===== src/rtl/rriot_pkg.sv =====
// Shared definitions for the RRIOT interval timer: prescaler divide
// encodings and the reload value that goes with each one.
package rriot_pkg;

    // Widest prescaler the divide table needs (1023 must fit).
    localparam int PRESC_MAX_W = 10;

    // Divide select as written through A[1:0] on a timer write.
    typedef enum logic [1:0] {
        DIV_1    = 2'b00,
        DIV_8    = 2'b01,
        DIV_64   = 2'b10,
        DIV_1024 = 2'b11
    } div_t;

    // Reload value for the prescaler: divisor minus one, so a reload of
    // zero gives a tick every cycle.
    function automatic logic [PRESC_MAX_W-1:0] divisor_m1(input div_t div);
        logic [PRESC_MAX_W-1:0] value;
        case (div)
            DIV_1:    value = 10'd0;
            DIV_8:    value = 10'd7;
            DIV_64:   value = 10'd63;
            default:  value = 10'd1023;
        endcase
        return value;
    endfunction

endpackage


===== src/rtl/rriot_interval_timer_if.sv =====
// Register access bus and IRQ/PB7 pad controls of the RRIOT timer.
// The core side drives the access signals; the timer answers with read
// data and the pad controls.
interface rriot_interval_timer_if;
    logic       sel;
    logic       we_n;
    logic [3:0] A;
    logic [7:0] DI;
    logic [7:0] DO;
    logic       DO_en;
    logic       irq;
    logic       irq_en;
    logic       flag_o;

    modport master (
        output sel, we_n, A, DI,
        input  DO, DO_en, irq, irq_en, flag_o
    );

    modport slave (
        input  sel, we_n, A, DI,
        output DO, DO_en, irq, irq_en, flag_o
    );
endinterface


===== src/rtl/rriot_prescaler.sv =====
// Prescaler for the RRIOT interval timer. Produces a one-cycle tick every
// `divisor` cycles, or every cycle while bypassed (free-run after underflow).
module rriot_prescaler
    import rriot_pkg::*;
#(
    parameter int PRESC_W = 10
) (
    input  logic phi2,
    input  logic rst,
    input  logic load,
    input  div_t div,
    input  logic bypass,
    output logic tick
);

    logic [PRESC_W-1:0] presc;
    logic [PRESC_W-1:0] reload;

    assign reload = PRESC_W'(divisor_m1(div));
    assign tick   = bypass | (presc == '0);

    // Down-count to zero and reload; a load restarts the period, and the
    // counter simply holds while bypassed since every cycle ticks anyway.
    always_ff @(posedge phi2) begin
        if (rst) begin
            presc <= '0;
        end else if (load) begin
            presc <= reload;
        end else if (!bypass) begin
            if (presc == '0) begin
                presc <= reload;
            end else begin
                presc <= presc - 1'b1;
            end
        end
    end

endmodule


===== src/rtl/rriot_interval_timer.sv =====
// RRIOT interval timer and IRQ/PB7 pad controller. Holds the 8-bit count,
// the sticky interrupt flag, the interrupt enable and the free-run state,
// and produces the register read mux.
module rriot_interval_timer
    import rriot_pkg::*;
#(
    parameter int         PRESC_W     = 10,
    parameter logic [7:0] RESET_COUNT = 8'hFF
) (
    input logic                   phi2,
    input logic                   rst,
    rriot_interval_timer_if.slave bus
);

    logic [7:0] count;
    div_t       div;
    logic       flag;
    logic       ie;
    logic       free;

    logic       wr;
    logic       rd_count;
    logic       rd_status;
    logic       tick;
    logic       underflow;
    logic       presc_load;
    div_t       presc_div;
    logic       unused_addr;

    assign wr        = bus.sel & ~bus.we_n;
    assign rd_count  = bus.sel &  bus.we_n & ~bus.A[0];
    assign rd_status = bus.sel &  bus.we_n &  bus.A[0];

    // A write always wins over a simultaneous underflow.
    assign underflow = tick & (count == 8'h00) & ~wr;

    // Restart the period on a write (new rate) or when a count read
    // leaves free-run (programmed rate restored).
    assign presc_load = wr | (rd_count & free);
    assign presc_div  = wr ? div_t'(bus.A[1:0]) : div;

    // A[2] is part of the upstream register decode only.
    assign unused_addr = bus.A[2];

    rriot_prescaler #(
        .PRESC_W (PRESC_W)
    ) u_prescaler (
        .phi2   (phi2),
        .rst    (rst),
        .load   (presc_load),
        .div    (presc_div),
        .bypass (free),
        .tick   (tick)
    );

    // Timer count: loaded by a write, otherwise decremented on each tick
    // and wrapping 00 -> FF on underflow.
    always_ff @(posedge phi2) begin
        if (rst) begin
            count <= RESET_COUNT;
        end else if (wr) begin
            count <= bus.DI;
        end else if (tick) begin
            count <= count - 8'd1;
        end
    end

    // Divide select is only changed by a write.
    always_ff @(posedge phi2) begin
        if (rst) begin
            div <= DIV_1;
        end else if (wr) begin
            div <= div_t'(bus.A[1:0]);
        end
    end

    // Interrupt flag and free-run: write clears, underflow sets, and a
    // count read clears unless an underflow lands in the same cycle.
    always_ff @(posedge phi2) begin
        if (rst) begin
            flag <= 1'b0;
            free <= 1'b0;
        end else if (wr) begin
            flag <= 1'b0;
            free <= 1'b0;
        end else if (underflow) begin
            flag <= 1'b1;
            free <= 1'b1;
        end else if (rd_count) begin
            flag <= 1'b0;
            free <= 1'b0;
        end
    end

    // Interrupt enable follows A[3] on any timer access.
    always_ff @(posedge phi2) begin
        if (rst) begin
            ie <= 1'b0;
        end else if (bus.sel) begin
            ie <= bus.A[3];
        end
    end

    // Read mux and pad controls; the pad is open-drain so it only ever
    // pulls low when enabled.
    always_comb begin
        bus.DO = 8'h00;
        if (rd_count) begin
            bus.DO = count;
        end else if (rd_status) begin
            bus.DO = {flag, 7'b0};
        end
    end

    assign bus.DO_en  = bus.sel & bus.we_n;
    assign bus.irq    = 1'b0;
    assign bus.irq_en = flag & ie;
    assign bus.flag_o = flag;

endmodule


===== src/flat_wrapper.sv =====
// flat-port wrapper written by rule: the top's interface ports become plain ports
module rriot_interval_timer_flat import rriot_pkg::*;
#(
    parameter int         PRESC_W     = 10,
    parameter logic [7:0] RESET_COUNT = 8'hFF
)
  (phi2, rst, bus_sel, bus_we_n, bus_A, bus_DI, bus_DO, bus_DO_en, bus_irq, bus_irq_en, bus_flag_o);
  rriot_interval_timer_if bus_i ();
  input logic phi2;
  input logic rst;
  input wire logic [$bits(bus_i.sel)-1:0] bus_sel;
  input wire logic [$bits(bus_i.we_n)-1:0] bus_we_n;
  input wire logic [$bits(bus_i.A)-1:0] bus_A;
  input wire logic [$bits(bus_i.DI)-1:0] bus_DI;
  output wire logic [$bits(bus_i.DO)-1:0] bus_DO;
  output wire logic [$bits(bus_i.DO_en)-1:0] bus_DO_en;
  output wire logic [$bits(bus_i.irq)-1:0] bus_irq;
  output wire logic [$bits(bus_i.irq_en)-1:0] bus_irq_en;
  output wire logic [$bits(bus_i.flag_o)-1:0] bus_flag_o;
  assign bus_i.sel = bus_sel;
  assign bus_i.we_n = bus_we_n;
  assign bus_i.A = bus_A;
  assign bus_i.DI = bus_DI;
  assign bus_DO = bus_i.DO;
  assign bus_DO_en = bus_i.DO_en;
  assign bus_irq = bus_i.irq;
  assign bus_irq_en = bus_i.irq_en;
  assign bus_flag_o = bus_i.flag_o;
  rriot_interval_timer #(.PRESC_W(PRESC_W), .RESET_COUNT(RESET_COUNT)) u_core (.phi2(phi2), .rst(rst), .bus(bus_i));
endmodule

===== config.mk =====
export PLATFORM = sky130hd
export DESIGN_NAME = rriot_interval_timer_flat
export DESIGN_NICKNAME = d
export VERILOG_FILES = /design/src/rtl/rriot_pkg.sv /design/src/rtl/rriot_interval_timer_if.sv /design/src/rtl/rriot_prescaler.sv /design/src/rtl/rriot_interval_timer.sv /design/src/flat_wrapper.sv
export SDC_FILE = /design/constraint.sdc
export NUM_CORES = 1
export LEC_CHECK = 0
export CORE_AREA = 5 5 66 68
export CTS_CLUSTER_SIZE = 14
export DETAILED_ROUTE_END_ITERATION = 8
export DIE_AREA = 0 0 71 73
export PLACE_DENSITY = 0.7
export SLEW_MARGIN = 20
export SYNTH_ARGS = -nofsm -noshare
export SYNTH_HDL_FRONTEND = slang
export SYNTH_SLANG_ARGS = --single-unit

===== constraint.sdc =====
create_clock -name phi2 -period 2.9 [get_ports phi2]
set_input_delay 0.58 -clock phi2 [delete_from_list [all_inputs] [get_ports phi2]]
set_output_delay 0.58 -clock phi2 [all_outputs]
set_load 0.01 [all_outputs]

==> results by group <==
STA
  – Setup TNS: 0 ns
  – Minimum clock period: 2.676 ns
  – Period utilisation layout: 0.9228
  – Hold_ws: approximately 0.48 ns
  – Final-report hold violation count: 0
  – RSZ-0062 raised after global routing: false
  – Clk_skew: ~0.0045 ns
  – Fmax: 0.3737 GHz
  – Final Slew Violations: 0
  – Final setup vio count: 0

Placement
  – PortBufs: 25
  – GPL Wtd Cong: 0.8800
  – HPWL Detailed: 2652 µm

Drt
  – Vias: 1,427
  – First DRT Iteration DRCs: 103
  – DRC Markers: 0
  – DR WL/cell: 13.68 µm
  – Via density: around 5.4
  – DR pass1 iterations: 4
  – Post-route ant nets: 0
  – WL final: 3583 µm

Setup path
  – CP endpoint kind: output pin
  – Worst path required time: 2.32 ns
  – Worst Reg-to-Reg Cells: 7
  – Crit path capture: bus_DO[6]
  – R2R Path Start: u_core.u_prescaler.presc[0]
  – Crit. Startpoint: bus_we_n
  – Critical Path AT: about 2.1 ns
  – R2r endpoint: u_core.count[6]
  – FF-to-FF setup slack: between 0.3 and 0.4 ns
  – Worst setup path class: primary input to output pin
  – CP Launch Type: primary input
  – Crit path max fanout: 5

Floorplanning
  – Num rows: 23
  – Die ar.: 0.005183 mm²
  – DIE WIDTH: 71 µm
  – Starting Density: 0.3673
  – Io pins: 28
  – Core ar.: 0.003799 mm²
  – Die height: 73 µm

Worst hold path
  – Hold Crit Class: register to register

Clock network
  – TritonCTS Buffers: 3
  – Resize count post-CTS: 0
  – Clk Latency, worst-skew pair: roughly 0.26 ns
  – Longest Clk Path Bufs: 2
  – Clk slew on worst S/H paths: 0.08 ns
  – Post-CTS Hold Buffers: 0
  – Root buf cell: clkbuf_8
  – H-tree Lvls: 1
  – CTS tree: done
  – Postcts setup bufs: 0
  – Sink Count: 22

GRT
  – First-pass GRT wire length: 5975 µm
  – Initial antenna violation count: 0
  – Gr ovfl total: 0
  – Largest net degree at the start of global routing: 19
  – Vias in the first global route: around 1,400
  – GRT Total Usage: 0.1419

Final layout
  – ANT cells: 0
  – P&R area growth vs syn: 30.40%
  – Layout cell share with drive strength beyond 1: 0.09434
  – Final #Nets: 232

Outcome
  – Status: complete, no violations

Synthesis
  – Syn Inst Count: around 180
  – Synthesized area per cell: 7.665 µm²
  – Sequential share of the synthesized area: 0.3157
  – Syn Nets: 201
  – Ys async rst share: 0
  – Yosys reg bits: 22
  – Synthesized area: about 0.0014 mm²
  – Prevailing post-synth register cell: dfxtp_1
  – Library cells used by synthesis: 45
  – Post-synth EDFFs: 0
  – Synth Warn #: 0

Pwr
  – Worst VDD drop: 0.4636 mV
  – Leakage: 0.7304 nW
  – Pwr Density: between 700 and 800 mW/mm²

Run
  – # Max-Cap Violations: 0
-- metrics by stage --
stage               std cells  utilization   power, W  instance area, µm²  setup slack [ns]
CTS                       262       0.4789   0.001391                1819            0.2263
finish                    262       0.4789   0.001393                1819            0.2239
floorplan                 182            -  0.0009276                1395            0.5687
detailed placement        258       0.4601   0.001098                1748            0.2323
global route              262       0.4789   0.001495                1819            0.1483
global placement          258       0.4601   0.001085                1748            0.2254
-- cell type report --
class	instances	area, µm²
Timing Repair Buffer	36	332.8
Tap cell	50	62.56
Sequential cell	22	440.4
Clock buffer	3	41.29
Inverter	9	33.78
Fill cell	395	1979
Clock inverter	1	30.03
Multi-Input combinational cell	141	878.3
-- flip-flops by register name, indices dropped and copies added (netlist names) --
signal and count:
u_core.u_prescaler.presc 10, u_core.count 8, u_core.div 2, u_core.bus.flag_o 1, u_core.ie 1
-- critical path: stages --
cell             delay [ns]
clkdlybuf4s50_1        0.52
nand2_1                0.09
nor2_1                 0.21
and2_1                 0.16
clkdlybuf4s50_1        0.53
-- synthesized netlist by cell type, types with 2 or more instances --
master / number / area, µm²
a21oi_1: 11 / 55.05
nor3b_1: 2 / 15.01
o21ai_0: 14 / 70.07
nand4_1: 2 / 12.51
nor4b_1: 2 / 17.52
nand3_1: 4 / 20.02
xor2_1: 2 / 17.52
nand3b_1: 2 / 15.01
a21o_1: 5 / 37.54
dfxtp_1: 22 / 440.4
nand2_1: 13 / 48.80
nor4_1: 2 / 12.51
ha_1: 3 / 37.54
mux2i_1: 6 / 60.06
inv_1: 9 / 33.78
o211ai_1: 2 / 15.01
nor3_1: 10 / 50.05
and2_1: 7 / 43.79
a211oi_1: 3 / 22.52
or3_1: 3 / 18.77
nor2_1: 20 / 75.07
a2111oi_0: 3 / 26.28
a31o_2: 2 / 17.52
or4b_1: 2 / 20.02
clkbuf_1: 8 / 30.03
or4_1: 2 / 15.01
nor2b_1: 2 / 12.51
xnor2_1: 2 / 17.52
-- cells in the final DEF, fill, tap and decap left out, types with 7 or more instances in the layout --
cell type	instances
clkdlybuf4s50_1	25
nor3_1	10
a21oi_1	11
o21ai_0	14
nor2_1	20
inv_1	9
nand2_1	13
dfxtp_1	22
buf_4	11
and2_1	7
-- where the power goes --
part	switching, W	leakage (nW)	internal (W)
Clock	0.000103	0.0357	0.000184
Sequential	0.0000816	0.181	0.000377
Combinational	0.000347	0.513	0.000300
-- how the worst min path moves through the flow --
stage,from,cells past startpoint,slack (ns),endpoint
after floorplan,u_core.div[0],2,0.45,u_core.div[0]
after global placement,u_core.ie,2,0.46,u_core.ie
after detailed placement,u_core.div[0],2,0.47,u_core.div[0]
after CTS,u_core.div[0],2,0.49,u_core.div[0]
after global routing,u_core.div[0],2,0.51,u_core.div[0]
final,u_core.div[0],2,0.48,u_core.div[0]
-- layer usage --
| metal | share of wire | vias up | track usage |
|---|---|---|---|
| li1 | - | 722 | - |
| met1 | 0.45 | 660 | 0.1695 |
| met2 | 0.47 | 39 | 0.2492 |
| met3 | 0.064 | 6 | 0.03719 |
| met4 | 0.013 | 0 | 0.04384 |
| met5 | 0 | - | 0 |
-- cells by family after synthesis --
| group | after synthesis | share of synthesized area |
|---|---|---|
| simple gates | 75 | 0.2807 |
| flops | 22 | 0.3157 |
| fa+ha+maj | 3 | 0.02691 |
| other cells | 1 | 0.002688 |
| buf+inv | 19 | 0.05471 |
| mux | 6 | 0.04305 |
| compound gates | 52 | 0.2511 |
| xor+xnor | 4 | 0.02512 |
Power figures use the tool's default switching activity.
